`config.mk`:
```
export PLATFORM = sky130hd
export DESIGN_NAME = tl_lane_sensor_flat
export DESIGN_NICKNAME = d
export VERILOG_FILES = /design/src/rtl/tl_lane_sensor_if.sv /design/src/rtl/tl_lane_sensor.sv /design/src/flat_wrapper.sv
export SDC_FILE = /design/constraint.sdc
export NUM_CORES = 1
export LEC_CHECK = 0
export CAP_MARGIN = 20
export CORE_MARGIN = 3
export CORE_UTILIZATION = 33
export DETAILED_ROUTE_END_ITERATION = 16
export DONT_BUFFER_PORTS = 1
export GPL_ROUTABILITY_DRIVEN = 0
export PLACE_DENSITY = 0.53
export SYNTH_ARGS = -nofsm -noshare
export SYNTH_HDL_FRONTEND = slang
export SYNTH_SLANG_ARGS = --single-unit
```
`constraint.sdc`:
```
create_clock -name clk -period 3 [get_ports clk]
set_input_delay 0.3 -clock clk [delete_from_list [all_inputs] [get_ports clk]]
set_output_delay 0.3 -clock clk [all_outputs]
set_load 0.03 [all_outputs]
```
`src/rtl/tl_lane_sensor_if.sv`:
```
// tl_lane_sensor_if: arrival pulses, light codes and sensor/overflow feedback between controller and lane sensor
interface tl_lane_sensor_if;
    logic       arr_a, arr_b, arr_al, arr_bl;
    logic [1:0] La, Lb;
    logic       Ta, Tb, Tal, Tbl;
    logic [3:0] ovf;
    modport master (output arr_a, arr_b, arr_al, arr_bl, La, Lb, input Ta, Tb, Tal, Tbl, ovf);
    modport slave  (input arr_a, arr_b, arr_al, arr_bl, La, Lb, output Ta, Tb, Tal, Tbl, ovf);
endinterface

```
`src/rtl/tl_lane_sensor.sv`:
```
// tl_lane_sensor: four lane queue counters with timed departures while granted; TL_YELLOW_DEPART_EN lets YELLOW grant straight lanes
module tl_lane_sensor #(
    parameter int CNT_W      = 4,
    parameter int DEP_PERIOD = 2
) (
    input logic            clk,
    input logic            reset,
    tl_lane_sensor_if.slave bus
);
    localparam logic [1:0]       GREEN    = 2'b00;
    localparam logic [1:0]       LEFT     = 2'b11;
    localparam logic [CNT_W-1:0] Q_MAX    = {CNT_W{1'b1}};
    localparam logic [CNT_W-1:0] Q_ONE    = CNT_W'(1);
    localparam logic [3:0]       TMR_LAST = 4'(DEP_PERIOD - 1);
    // lane index order matches ovf bits: 0=a, 1=b, 2=al, 3=bl
    logic [3:0]       grant, arr, dep, ovf_d, ovf_q;
    logic [CNT_W-1:0] q_q [4];
    logic [CNT_W-1:0] q_d [4];
    logic [3:0]       tmr_q [4];
    logic [3:0]       tmr_d [4];
    assign arr = {bus.arr_bl, bus.arr_al, bus.arr_b, bus.arr_a};
`ifdef TL_YELLOW_DEPART_EN
    localparam logic [1:0] YELLOW = 2'b01;
    assign grant = {bus.Lb == LEFT, bus.La == LEFT,
                    bus.Lb == GREEN || bus.Lb == YELLOW, bus.La == GREEN || bus.La == YELLOW};
`else
    assign grant = {bus.Lb == LEFT, bus.La == LEFT, bus.Lb == GREEN, bus.La == GREEN};
`endif
    // departure timing and saturating queue arithmetic per lane
    always_comb begin
        dep   = '0;
        ovf_d = ovf_q;
        for (int i = 0; i < 4; i++) begin
            dep[i]   = grant[i] && tmr_q[i] == TMR_LAST;
            tmr_d[i] = (grant[i] && !dep[i]) ? tmr_q[i] + 4'd1 : 4'd0;
            q_d[i]   = q_q[i];
            if (arr[i] && !dep[i]) begin
                if (q_q[i] == Q_MAX) ovf_d[i] = 1'b1;
                else q_d[i] = q_q[i] + Q_ONE;
            end else if (dep[i] && !arr[i] && q_q[i] != '0) begin
                q_d[i] = q_q[i] - Q_ONE;
            end
        end
    end
    // state registers; reset clears queues, timers and sticky overflow
    always_ff @(posedge clk) begin
        if (reset) begin
            ovf_q <= '0;
            for (int i = 0; i < 4; i++) begin
                q_q[i]   <= '0;
                tmr_q[i] <= '0;
            end
        end else begin
            ovf_q <= ovf_d;
            for (int i = 0; i < 4; i++) begin
                q_q[i]   <= q_d[i];
                tmr_q[i] <= tmr_d[i];
            end
        end
    end
    assign bus.Ta  = q_q[0] != '0;
    assign bus.Tb  = q_q[1] != '0;
    assign bus.Tal = q_q[2] != '0;
    assign bus.Tbl = q_q[3] != '0;
    assign bus.ovf = ovf_q;
endmodule

```
`src/flat_wrapper.sv`:
```
// flat-port wrapper written by rule: the top's interface ports become plain ports
module tl_lane_sensor_flat 
#(
    parameter int CNT_W      = 4,
    parameter int DEP_PERIOD = 2
)
  (clk, reset, bus_arr_a, bus_arr_b, bus_arr_al, bus_arr_bl, bus_La, bus_Lb, bus_Ta, bus_Tb, bus_Tal, bus_Tbl, bus_ovf);
  tl_lane_sensor_if bus_i ();
  input logic clk;
  input logic reset;
  input wire logic [$bits(bus_i.arr_a)-1:0] bus_arr_a;
  input wire logic [$bits(bus_i.arr_b)-1:0] bus_arr_b;
  input wire logic [$bits(bus_i.arr_al)-1:0] bus_arr_al;
  input wire logic [$bits(bus_i.arr_bl)-1:0] bus_arr_bl;
  input wire logic [$bits(bus_i.La)-1:0] bus_La;
  input wire logic [$bits(bus_i.Lb)-1:0] bus_Lb;
  output wire logic [$bits(bus_i.Ta)-1:0] bus_Ta;
  output wire logic [$bits(bus_i.Tb)-1:0] bus_Tb;
  output wire logic [$bits(bus_i.Tal)-1:0] bus_Tal;
  output wire logic [$bits(bus_i.Tbl)-1:0] bus_Tbl;
  output wire logic [$bits(bus_i.ovf)-1:0] bus_ovf;
  assign bus_i.arr_a = bus_arr_a;
  assign bus_i.arr_b = bus_arr_b;
  assign bus_i.arr_al = bus_arr_al;
  assign bus_i.arr_bl = bus_arr_bl;
  assign bus_i.La = bus_La;
  assign bus_i.Lb = bus_Lb;
  assign bus_Ta = bus_i.Ta;
  assign bus_Tb = bus_i.Tb;
  assign bus_Tal = bus_i.Tal;
  assign bus_Tbl = bus_i.Tbl;
  assign bus_ovf = bus_i.ovf;
  tl_lane_sensor #(.CNT_W(CNT_W), .DEP_PERIOD(DEP_PERIOD)) u_core (.clk(clk), .reset(reset), .bus(bus_i));
endmodule
```
# After elaboration in Yosys (flattened, before gate mapping)
# Memory sizes are Yosys's and may differ from the RTL's.
# Index checks and enable logic that the tools add are counted.
# Widths: inputs -> output; s select.
dict set report classes {
  addsub 12
  n_eq_ne 10
  n_mux 27
  n_bitwise 8
  reduce_logical 38
}
# operator count
set op_table {}
lappend op_table {{$mux 4} 24}
lappend op_table {{$add 4x1->4 const B} 8}
lappend op_table {{$logic_and 1x1->1} 20}
lappend op_table {{$eq 4x1->1 const B} 4}
lappend op_table {{$eq 4x4->1 const B} 4}
lappend op_table {{$reduce_bool 4->1} 4}
lappend op_table {{$sub 4x1->4 const B} 4}
lappend op_table {{$logic_not 1->1} 8}
lappend op_table {{$or 1x1->1} 8}
lappend op_table {{$reduce_and 2->1} 4}
lappend op_table {{$eq 2x2->1 const B} 2}
lappend op_table {{$logic_not 2->1} 2}
lappend op_table {{$mux 1} 3}
dict set report word_totals {
  ff_bits 4
  ram_bits 32
  in_bits 10
  out_inout_bits 8
  wordCells 101
  n_memories 2
}
# name words width read_ports rd_clocked_by_memory_dff write_ports line
set memory_table {}
lappend memory_table {u_core.q_q 4 4 4 0 4 tl_lane_sensor.sv:17} ;# logic [CNT_W-1:0] q_q [4];
lappend memory_table {u_core.tmr_q 4 4 4 0 4 tl_lane_sensor.sv:19} ;# logic [3:0] tmr_q [4];

# Logic depth before layout (Yosys ltp)
# Gate-level depths: netlist of the first run.
dict set report depth {
  depth_word 7
  ltp_mapped 10
  ltp_nobuf 10
}

# Worst setup path after synthesis of the first run
# Ideal clock, no wire load.
dict set report synth_path {
  kind {reg2reg}
  startpoint {memory u_core.tmr_q[3][0]}
  endpoint {memory u_core.q_q[3][3], in the netlist u_core.q_q[0][15]}
  setup_ps 95
  t_arrival_ps 2085
  required_time_ps 2905
  setup_slack_ps 820
  path_stages_with_launch 10
  n_path_buf 0
  synth_period_minus_slack_ps 2180
  path_cell_list {dfxtp_1 -> ha_1 -> nor3b_2 -> nand3_1 -> nand2_1 -> ha_1 -> a21oi_1 -> nand2_1 -> or4b_1 -> o311ai_1}
}
# item line
set synth_rtl {}
lappend synth_rtl {{from (decl)} tl_lane_sensor.sv:19}
lappend synth_rtl {{to (decl)} tl_lane_sensor.sv:17}

==> out/metrics.csv, run 1 <==
stage,metric,value,unit
power,clock power share,37.8,%
cells_and_area,Antenna diodes,0,
power,Tot Pwr,1.241,mW
global_routing,total congestion overflow,0,
route,DRC viols,0,
power,switching share of power,27.41,%
critical_path,CP Class,reg -> reg,
cells_and_area,Fillers,599,
critical_path,Crit path arrival time,2650,ps
timing,clock skew,7.275,ps
timing,max-slew violation count,0,
power,Cell Pwr Density,526.6,mW/mm^2
logic_synthesis,async set or reset register ratio after synthesis,0,%
cells_and_area,area delta synth->final,8.400,%
clock_network,clk_lat worst skew,280,ps
logic_synthesis,Syn Area/Cell,9.884,um^2
route,final WL,3717,um
timing,endpoints failing hold,0,
timing,relative slew slack,72.33,%
clock_network,clock-pin slew on the worst setup and hold paths,80,ps
logic_synthesis,Syn Nets,250,
outcome,status,"finished, final reports clean",
logic_synthesis,ranking of synthesized cells by area,"dfxtp_1, ha_1, nor3b_2, nor2_1, fa_1",
global_routing,vias in the first global route,1415,
floorplanning,die area,0.007599,mm^2
timing,"Period Utilization, post-route",82.06,%
logic_synthesis,Yosys top cell by area,dfxtp_1,
timing,Setup TNS,0,ps
critical_path,Worst EP required,3190,ps
logic_synthesis,Syn Inst Count,220,
critical_path,Critical Path Source Type,flop,
logic_synthesis,synthesized area,0.002175,mm^2
logic_synthesis,YS warnings,0,
power,cell internal pwr,0.9011,mW
cells_and_area,"most common cell after layout, fill and taps aside",dfxtp_1,
timing,Worst Max-Slew Pin Slew,404.6,ps
floorplanning,core area,0.006131,mm^2
critical_path,Crit. End Element,flop,
clock_network,clock sinks,36,
route,First DRT Iteration DRCs,27,
clock_network,hold_buf cts,0,
power,Reg power frac,44.2,%
floorplanning,Die Y,87.18,um
power,P_leak,0.9082,nW
global_routing,pin count of the biggest net entering global routing,41,
cells_and_area,Non-Filler Instances,297,
floorplanning,die width,87.18,um
logic_synthesis,Most used DFF post-synth,dfxtp_1,
cells_and_area,fraction of layout cells with a size suffix above 1,13.51,%
floorplanning,Initial Util,35.47,%
power,maximum vdd drop,0.0001901,V
clock_network,CTS H-tree lvls,2,
cells_and_area,Nets,251,
route,via count,1499,
min_path,Hold Path Class,in -> reg,
placed_design,Port Buf Inserts,0,
timing,crit path time final,2462,ps
floorplanning,Site Rows,28,
flow_run,max cap viols,0,
placed_design,pre-CTS WS,566.6,ps
global_routing,initial antenna violation count,0,
timing,Final setup viols,0,
route,Routed Antenna Nets,0,
logic_synthesis,"EDFF count, synth",0,
clock_network,clock root cell,clkbuf_8,
global_routing,first-pass GRT wire length,6810,um
power,Sw Pwr,0.3403,mW
floorplanning,num ports,18,
timing,Final WS setup,538.3,ps
clock_network,PostCTS Resize Cnt,0,
placed_design,Cells after DPL,289,
route,wire per inst,12.52,um
clock_network,post-CTS setup buffer count,0,
logic_synthesis,post-synth cell types,39,
critical_path,Crit Path Max Fanout,4,
power,Comb power frac,18.1,%
cells_and_area,most frequent cells in the layout,"dfxtp_1, nor2_1, ha_1",
timing,Max Freq,0.4062,GHz
logic_synthesis,Synth top area share,33.14,%
clock_network,CTS tree,done,
route,Via density,5.047,
placed_design,Final HPWL DP,2724,um
route,First-pass DRT Iterations,4,
clock_network,TritonCTS Buffers,5,
cells_and_area,Util after Layout,38.45,%
global_routing,total track usage,11.12,%
logic_synthesis,"Seq/Total Area, Yosys",33.14,%
timing,RSZ-0062 raised after global routing,no,
clock_network,clk buf depth,2,
logic_synthesis,"FF+latch count, synth",36,
-- stage by stage --
stage,hold slack (ps),cell area (um^2)
global route,54.27,2357
floorplan,433.4,2175
detailed placement,377.9,2231
CTS,67.29,2357
finish,74.86,2357
global placement,375.4,2231
-- routing by layer --
metal | part of all wire, % | vias to the layer above | track usage (%)
met5 | 0 | - | 0
met1 | 54 | 677 | 15.46
met4 | 1.7 | 0 | 4.184
met2 | 42 | 10 | 16.22
met3 | 2.6 | 4 | 3.217
li1 | - | 808 | -
-- cells in the mapped netlist, types with 4 or more instances --
cell / instances
a211oi_1: 4
a21oi_1: 6
a31oi_1: 4
clkbuf_1: 4
dfxtp_1: 36
fa_1: 4
ha_1: 16
inv_1: 10
mux2i_1: 6
nand2_1: 10
nand2b_1: 10
nand3_1: 8
nor2_1: 26
nor2b_1: 4
nor3_1: 4
nor3b_2: 8
o21ai_1: 4
o311ai_1: 4
or4b_1: 4
xnor2_1: 8
xor2_1: 4
-- power by group through the flow --
stage          clock network (mW)  registers (mW)  logic, mW
2_1_floorplan                   0           0.549      0.207
4_1_cts                     0.485           0.549      0.227
6_report                    0.469           0.548      0.224
3_5_place_dp                    0           0.560      0.226
5_1_grt                     0.508           0.555      0.255
3_3_place_gp                    0           0.560      0.226
-- state kept, by name, indices dropped and copies added, names as in the netlist --
| name | flops |
|---|---|
| u_core.q_q | 16 |
| u_core.tmr_q | 16 |
| u_core.bus.ovf | 4 |
-- worst paths after layout --
check                                   endpoint  slack, ps  cells past startpoint                          start
hold reg to reg    u_core.tmr_q[2][0]$_SDFF_PP0_        460                      1  u_core.tmr_q[2][0]$_SDFF_PP0_
setup / recovery  u_core.q_q[0][15]$_SDFFE_PP0P_        540                      9  u_core.tmr_q[3][0]$_SDFF_PP0_
hold / removal     u_core.q_q[0][6]$_SDFFE_PP0P_         70                      1                          reset
setup reg to reg  u_core.q_q[0][15]$_SDFFE_PP0P_        540                      9  u_core.tmr_q[3][0]$_SDFF_PP0_
-- worst max-delay path, stage by stage, from the launching register on --
cell	delay (ps)
dfxtp_1	390
ha_1	160
nor3b_2	280
nand3_1	140
nand2_1	170
ha_1	290
a21oi_1	250
nand2_1	100
or4b_1	500
o311ai_1	80
-- logic make-up (layout without fill, tap and decap cells) --
logic type / after synthesis / after routing / share of synthesized area [%]
buffers and inverters: 16 / 18 / 3.452
flip-flops: 36 / 36 / 33.14
XOR/XNOR: 12 / 12 / 4.833
adder cells (fa/ha/maj): 20 / 20 / 12.89
AO/OA/AOI/OAI: 34 / 34 / 11.97
AND/OR/NAND/NOR: 94 / 94 / 29.92
multiplexers: 8 / 8 / 3.798
-- layout make-up --
cell class                 instances  area [um^2]  share of cell area [%]
multi-input combinational        168         1379                   58.49
sequential                        36        720.7                   30.57
clock buffer                       7        96.34                   4.087
tap                               75        93.84                   3.981
inverter                          10        37.54                   1.592
clock inverter                     1        30.03                   1.274
Power figures use the tool's default switching activity.
==> inputs of run 2 (changes only) <==
ABC_AREA = 1   (was not set)
PLACE_DENSITY = 0.54   (was 0.53)
clock period = 2.1 ns   (was 3 ns; I/O delays follow)
==> run 2 against run 1 <==
  * Flip-flop and latch count stayed put
  * Clock power is 8.7% higher
  * Power is 29% higher
  * Critical path depth stayed put
  * Sequential share of layout area is 0.73 points higher
  * Cell count is 23% higher
  * Synthesized cell count is 28% higher
  * Cell area is 2.3% lower
  * Combinational power is 43% higher
  * Sequential power is 41% higher
  * Clock skew is 0.77 ps lower
==> out/metrics.csv, run 2 <==
stage,metric,value,unit,change
logic_synthesis,Syn Area/Cell,7.351,um^2,-26%
timing,endpoints failing hold,0,,unchanged
floorplanning,Die Y,85.12,um,-2.4%
placed_design,Port Buf Inserts,0,,unchanged
timing,relative slew slack,77.91,%,+5.6 points
logic_synthesis,post-synth cell types,22,,-44%
critical_path,CP cell instances,inv_1 > ha_1 > nand3_2 > nand2_1 > buf_4 > fa_1 > xor2_1 > nand2_1 > a21oi_1,,
power,Cell Pwr Density,697.6,mW/mm^2,+32%
clock_network,clock-pin slew on the worst setup and hold paths,70,ps,about the same
clock_network,clock root cell,clkbuf_8,,
route,First DRT Iteration DRCs,56,,+110%
power,clock power share,31.7,%,-6.1 points
timing,Worst Max-Slew Pin Slew,330.9,ps,-73.69 ps
route,DRC viols,0,,unchanged
route,Routed Antenna Nets,0,,unchanged
cells_and_area,fraction of layout cells with a size suffix above 1,14.14,%,+0.62 points
logic_synthesis,ranking of synthesized cells by area,"dfxtp_1, nand2_1, ha_1, nor2_1, nand3_1",,
power,Comb power frac,20.0,%,+1.9 points
timing,Final WS setup,205.4,ps,-332.9 ps
power,Reg power frac,48.2,%,+4.0 points
logic_synthesis,commonest cells in the netlist,"nand2_1, nor2_1, dfxtp_1",,
route,final WL,3777,um,+1.6%
flow_run,max cap viols,0,,unchanged
placed_design,Final HPWL DP,2878,um,+5.7%
critical_path,Critical Path Source Type,flop,,
clock_network,clk buf depth,2,,unchanged
timing,Setup TNS,0,ps,unchanged
cells_and_area,"most common cell after layout, fill and taps aside",nand2_1,,
critical_path,critical path's slowest cell,fa_1,,
timing,max-slew violation count,0,,unchanged
power,P_leak,1.086,nW,+20%
critical_path,Crit Path Max Fanout,4,,unchanged
timing,Hold WS,107.4,ps,+32.55 ps
floorplanning,Site Rows,28,,unchanged
global_routing,total track usage,11.17,%,+0.052 points
clock_network,CTS tree,done,,
global_routing,initial antenna violation count,0,,unchanged
logic_synthesis,Synth top area share,34.89,%,+1.7 points
critical_path,Crit path arrival time,2120,ps,-530 ps
global_routing,total congestion overflow,0,,unchanged
critical_path,"slowest stage delay, CP",440,ps,-60 ps
logic_synthesis,YS warnings,0,,unchanged
power,Sw Pwr,0.4997,mW,+47%
logic_synthesis,"Seq/Total Area, Yosys",34.89,%,+1.7 points
timing,RSZ-0062 raised after global routing,no,,
logic_synthesis,synthesized area,0.002066,mm^2,-5.0%
critical_path,Crit. End Element,flop,,
logic_synthesis,Yosys top cell by area,dfxtp_1,,
global_routing,vias in the first global route,1566,,+11%
power,maximum vdd drop,0.0002397,V,+26%
global_routing,pin count of the biggest net entering global routing,15,,-63%
cells_and_area,area delta synth->final,11.45,%,
logic_synthesis,"EDFF count, synth",0,,unchanged
outcome,status,"finished, final reports clean",,
route,via count,1689,,+13%
critical_path,cell repeated most along the worst path,nand2_1,,
floorplanning,die area,0.007245,mm^2,-4.7%
clock_network,CTS H-tree lvls,2,,unchanged
power,switching share of power,31.11,%,+3.7 points
logic_synthesis,async set or reset register ratio after synthesis,0,%,unchanged
power,Tot Pwr,1.606,mW,+29%
min_path,Hold Path Class,in -> reg,,
route,Via density,4.627,,-8.3%
floorplanning,Initial Util,34.48,%,-0.99 points
critical_path,CP Class,reg -> reg,,
logic_synthesis,"FF+latch count, synth",36,,unchanged
cells_and_area,Antenna diodes,0,,unchanged
cells_and_area,most frequent cells in the layout,"nand2_1, nor2_1, dfxtp_1, nand3_1, inv_1",,
power,cell internal pwr,1.106,mW,+23%
timing,Max Freq,0.5278,GHz,+30%
floorplanning,num ports,18,,unchanged
global_routing,first-pass GRT wire length,6603,um,-3.0%
timing,clock skew,6.508,ps,-0.7665 ps
timing,crit path time final,1895,ps,-567.1 ps
clock_network,clk_lat worst skew,290,ps,about the same
logic_synthesis,Syn Inst Count,281,,+28%
timing,"Period Utilization, post-route",90.22,%,+8.2 points
route,wire per inst,10.35,um,-17%
logic_synthesis,Syn Nets,311,,+24%
clock_network,TritonCTS Buffers,5,,unchanged
critical_path,Worst EP required,2320,ps,-870 ps
floorplanning,core area,0.005991,mm^2,-2.3%
clock_network,clock sinks,36,,unchanged
cells_and_area,Nets,319,,+27%
placed_design,pre-CTS WS,192.6,ps,-374.0 ps
floorplanning,die width,85.12,um,-2.4%
logic_synthesis,Most used DFF post-synth,dfxtp_1,,
timing,Final setup viols,0,,unchanged
route,First-pass DRT Iterations,4,,unchanged
logic_synthesis,most frequent cell after synthesis,nand2_1,,
run 2: power groups by stage:
| stage | logic [mW] | clock network, mW | registers [mW] |
|---|---|---|---|
| after floorplan | 0.266 | 0 | 0.774 |
| after global placement | 0.305 | 0 | 0.789 |
| after detailed placement | 0.312 | 0 | 0.788 |
| after CTS | 0.316 | 0.538 | 0.773 |
| after global routing | 0.374 | 0.556 | 0.781 |
| final | 0.321 | 0.510 | 0.775 |
run 2: cell families (layout without fill, tap and decap cells):
logic type,Yosys count,in the layout,share of synthesized area [%]
and+or+nand+nor,154,154,33.80
DFF,36,36,34.89
buffers and inverters,35,44,6.359
AOI/OAI and AO/OA,26,26,7.148
adders and majority gates,20,20,13.57
xor gates and xnor gates,10,10,4.240
run 2: worst paths after layout:
kind                                                    start                              to  slack (ps)  cells after the start
worst max-delay path            u_core.tmr_q[2][1]$_SDFF_PP0_  u_core.q_q[0][10]$_SDFFE_PP0P_         210                      9
worst min-delay path                                bus_La[0]   u_core.tmr_q[0][3]$_SDFF_PP0_         110                      3
worst min register to register  u_core.tmr_q[1][0]$_SDFF_PP0_   u_core.tmr_q[1][0]$_SDFF_PP0_         470                      1
worst max register to register  u_core.tmr_q[2][1]$_SDFF_PP0_  u_core.q_q[0][10]$_SDFFE_PP0P_         210                      9
run 2: timing repair:
item / CTS / global route
endpoints found under the setup margin: 0 / 4
endpoints found under the hold margin: 4 / 0
buffers inserted: 0 / 0
resized for setup: 0 / 5
hold buffers: 1 / 0
run 2: through the flow:
| stage | instance area (um^2) | instances | utilization [%] |
|---|---|---|---|
| 6_report | 2302 | 365 | 38.43 |
| 3_5_place_dp | 2167 | 356 | 36.17 |
| 4_1_cts | 2270 | 365 | 37.89 |
| 3_3_place_gp | 2167 | 356 | 36.17 |
| 5_1_grt | 2302 | 365 | 38.43 |
| 2_1_floorplan | 2066 | 281 | - |
run 2: area by class of cell:
class                   count  area [um^2]
inverters                  33        123.9
flip-flops and latches     36        720.7
clock buffers               6        82.58
repair buffers              3        25.02
fillers                   640         3689
multi-input cells         210         1246
well taps                  75        93.84
clock inverters             2        10.01
run 2: layer usage:
metal / up-vias / wire length (um) / share of wire [%] / GRT usage, %
li1: 911 / - / - / -
met1: 759 / 1842 / 49 / 13.42
met2: 13 / 1746 / 46 / 18.43
met3: 6 / 143 / 3.8 / 4.272
met4: 0 / 45 / 1.2 / 3.453
met5: - / 0 / 0 / 0
run 2: critical path, delay by kind of cell (launching register included):
kind	cells	cell delay [ps]
flops	1	360
buf+inv	2	240
simple gates	3	320
compound gates	1	130
xor+xnor	1	150
fa+ha+maj	2	640
==> inputs of run 3 (changes only) <==
CORE_MARGIN = not set   (was 3)
==> run 3 against run 2 <==
  * Combinational power fell by 2%
  * Critical path depth increased by 4
  * Die area fell by 9.2%
  * Utilization about the same
  * Wire length shrank 3.4%
  * Clock-buffer cell count unchanged
  * Non-clock buffer count increased by 2
  * Cell count up 0.55%
  * Critical endpoint is now u_core.q_q[0][3]$_SDFFE_PP0P_
  * Highest routed layer unchanged
==> out/metrics.csv, run 3 (synthesis gave the netlist of run 2 again) <==
stage,metric,value,unit,change
power,maximum vdd drop,0.0003293,V,+37%
clock_network,clk_lat worst skew,280,ps,about the same
critical_path,Crit Path Max Fanout,5,,+1
power,Cell Pwr Density,690.7,mW/mm^2,-1.0%
clock_network,clock-pin slew on the worst setup and hold paths,70,ps,about the same
global_routing,initial antenna violation count,0,,unchanged
global_routing,pin count of the biggest net entering global routing,14,,-1
route,Routed Antenna Nets,0,,unchanged
timing,Hold WS,107.3,ps,-0.1170 ps
critical_path,Critical Path Source Type,flop,,
timing,crit path time final,1924,ps,+28.94 ps
floorplanning,core area,0.005991,mm^2,unchanged
power,Tot Pwr,1.588,mW,-1.1%
clock_network,clock sinks,36,,unchanged
route,final WL,3650,um,-3.4%
timing,RSZ-0062 raised after global routing,no,,
route,First-pass DRT Iterations,4,,unchanged
power,P_leak,1.097,nW,+0.96%
flow_run,max cap viols,0,,unchanged
global_routing,total track usage,12.32,%,+1.1 points
timing,"Period Utilization, post-route",91.60,%,+1.4 points
route,DRC viols,0,,unchanged
cells_and_area,Antenna diodes,0,,unchanged
timing,relative slew slack,69.56,%,-8.3 points
placed_design,Final HPWL DP,2850,um,-0.97%
cells_and_area,Non-Filler Instances,367,,+0.55%
timing,clock skew,6.504,ps,-0.004240 ps
critical_path,Crit. End Element,flop,,
cells_and_area,fraction of layout cells with a size suffix above 1,13.70,%,-0.44 points
cells_and_area,most frequent cells in the layout,"nand2_1, nor2_1, dfxtp_1, nand3_1, inv_1",,
route,Via density,4.627,,about the same
route,via count,1698,,+0.53%
clock_network,TritonCTS Buffers,5,,unchanged
floorplanning,num ports,18,,unchanged
cells_and_area,area delta synth->final,11.33,%,
floorplanning,Site Rows,28,,unchanged
timing,Setup TNS,0,ps,unchanged
critical_path,Crit path arrival time,2110,ps,about the same
timing,Final setup viols,0,,unchanged
clock_network,clock root cell,clkbuf_8,,
min_path,Hold Path Class,in -> reg,,
route,First DRT Iteration DRCs,59,,+5.4%
timing,Worst Max-Slew Pin Slew,456.1,ps,+125.1 ps
outcome,status,"finished, final reports clean",,
floorplanning,die width,81.12,um,-4.7%
cells_and_area,"most common cell after layout, fill and taps aside",nand2_1,,
global_routing,vias in the first global route,1540,,-1.7%
global_routing,first-pass GRT wire length,6299,um,-4.6%
global_routing,total congestion overflow,0,,unchanged
critical_path,Worst EP required,2290,ps,-30 ps
floorplanning,die area,0.006580,mm^2,-9.2%
clock_network,CTS H-tree lvls,2,,unchanged
route,wire per inst,9.946,um,-3.9%
cells_and_area,Nets,321,,+0.63%
placed_design,Port Buf Inserts,0,,unchanged
floorplanning,Initial Util,34.48,%,unchanged
clock_network,post-CTS setup buffer count,0,,unchanged
timing,Max Freq,0.5199,GHz,-1.5%
clock_network,CTS tree,done,,
timing,endpoints failing hold,0,,unchanged
clock_network,clk buf depth,2,,unchanged
critical_path,CP Class,reg -> reg,,
timing,max-slew violation count,0,,unchanged
floorplanning,Die Y,81.12,um,-4.7%
placed_design,Cells after DPL,358,,+0.56%
==> run 3: changes by cell type in the layout (fill, tap and decap cells not counted) <==
| cell | before | now |
|---|---|---|
| ha_4 | 2 | 1 |
| buf_4 | 2 | 4 |
| nand2_1 | 54 | 56 |
| nand2_2 | 7 | 5 |
| ha_1 | 14 | 15 |
==> run 3: cell type report <==
type                       instances  area, um^2
fill                             637        3691
multi-input combinational        210        1229
sequential                        36       720.7
inverter                          33       123.9
tap                               75       93.84
clock buffer                       6       82.58
timing repair buffer               5       40.04
clock inverter                     2       10.01
==> run 3: per-stage QoR <==
stage	setup WS, ps	cell area (um^2)	utilization [%]
floorplan	347.5	2066	-
global placement	208.0	2182	36.42
detailed placement	191.0	2182	36.42
CTS	182.2	2285	38.14
global route	10.46	2300	38.39
finish	176.5	2300	38.39
==> run 3: report_power, final <==
group	switching, mW	total (mW)	internal, mW	leakage (nW)
logic	0.195	0.314	0.120	0.751
registers	0.0518	0.774	0.722	0.294
clock network	0.238	0.500	0.262	0.0510
total	0.485	1.59	1.10	1.10
==> run 3: final timing paths <==
path,from,endpoint,slack [ps],depth (start not counted)
setup reg to reg,u_core.tmr_q[0][1]$_SDFF_PP0_,u_core.q_q[0][3]$_SDFFE_PP0P_,180,13
setup / recovery,u_core.tmr_q[0][1]$_SDFF_PP0_,u_core.q_q[0][3]$_SDFFE_PP0P_,180,13
hold / removal,bus_Lb[0],u_core.tmr_q[1][3]$_SDFF_PP0_,110,3
hold reg to reg,u_core.tmr_q[0][0]$_SDFF_PP0_,u_core.tmr_q[0][0]$_SDFF_PP0_,470,1
==> run 3: per-layer routing <==
layer | wire length (um) | track usage (%)
met1 | 1782 | 14.16
met2 | 1679 | 21.68
met3 | 139 | 2.809
met4 | 49 | 5.357
met5 | 0 | 0
==> run 3: repair_timing <==
item / 4_1_cts / 5_1_grt
hold endpoints to repair: 4 / 0
setup endpoints to repair: 0 / 1
gates resized for setup: 0 / 2
hold buffers: 1 / 0
==> run 3: critical path, cell delays in order (launching register included) <==
cell     delay [ps]
dfxtp_1         350
inv_1            50
ha_1            190
nand3_2         110
nand2_1         150
ha_1            380
nand2_1         110
nand2_1          50
nor2_1          100
nand3_1          90
nand2_1          70
nor2_1           40
nor2_1           70
nor2_1           50
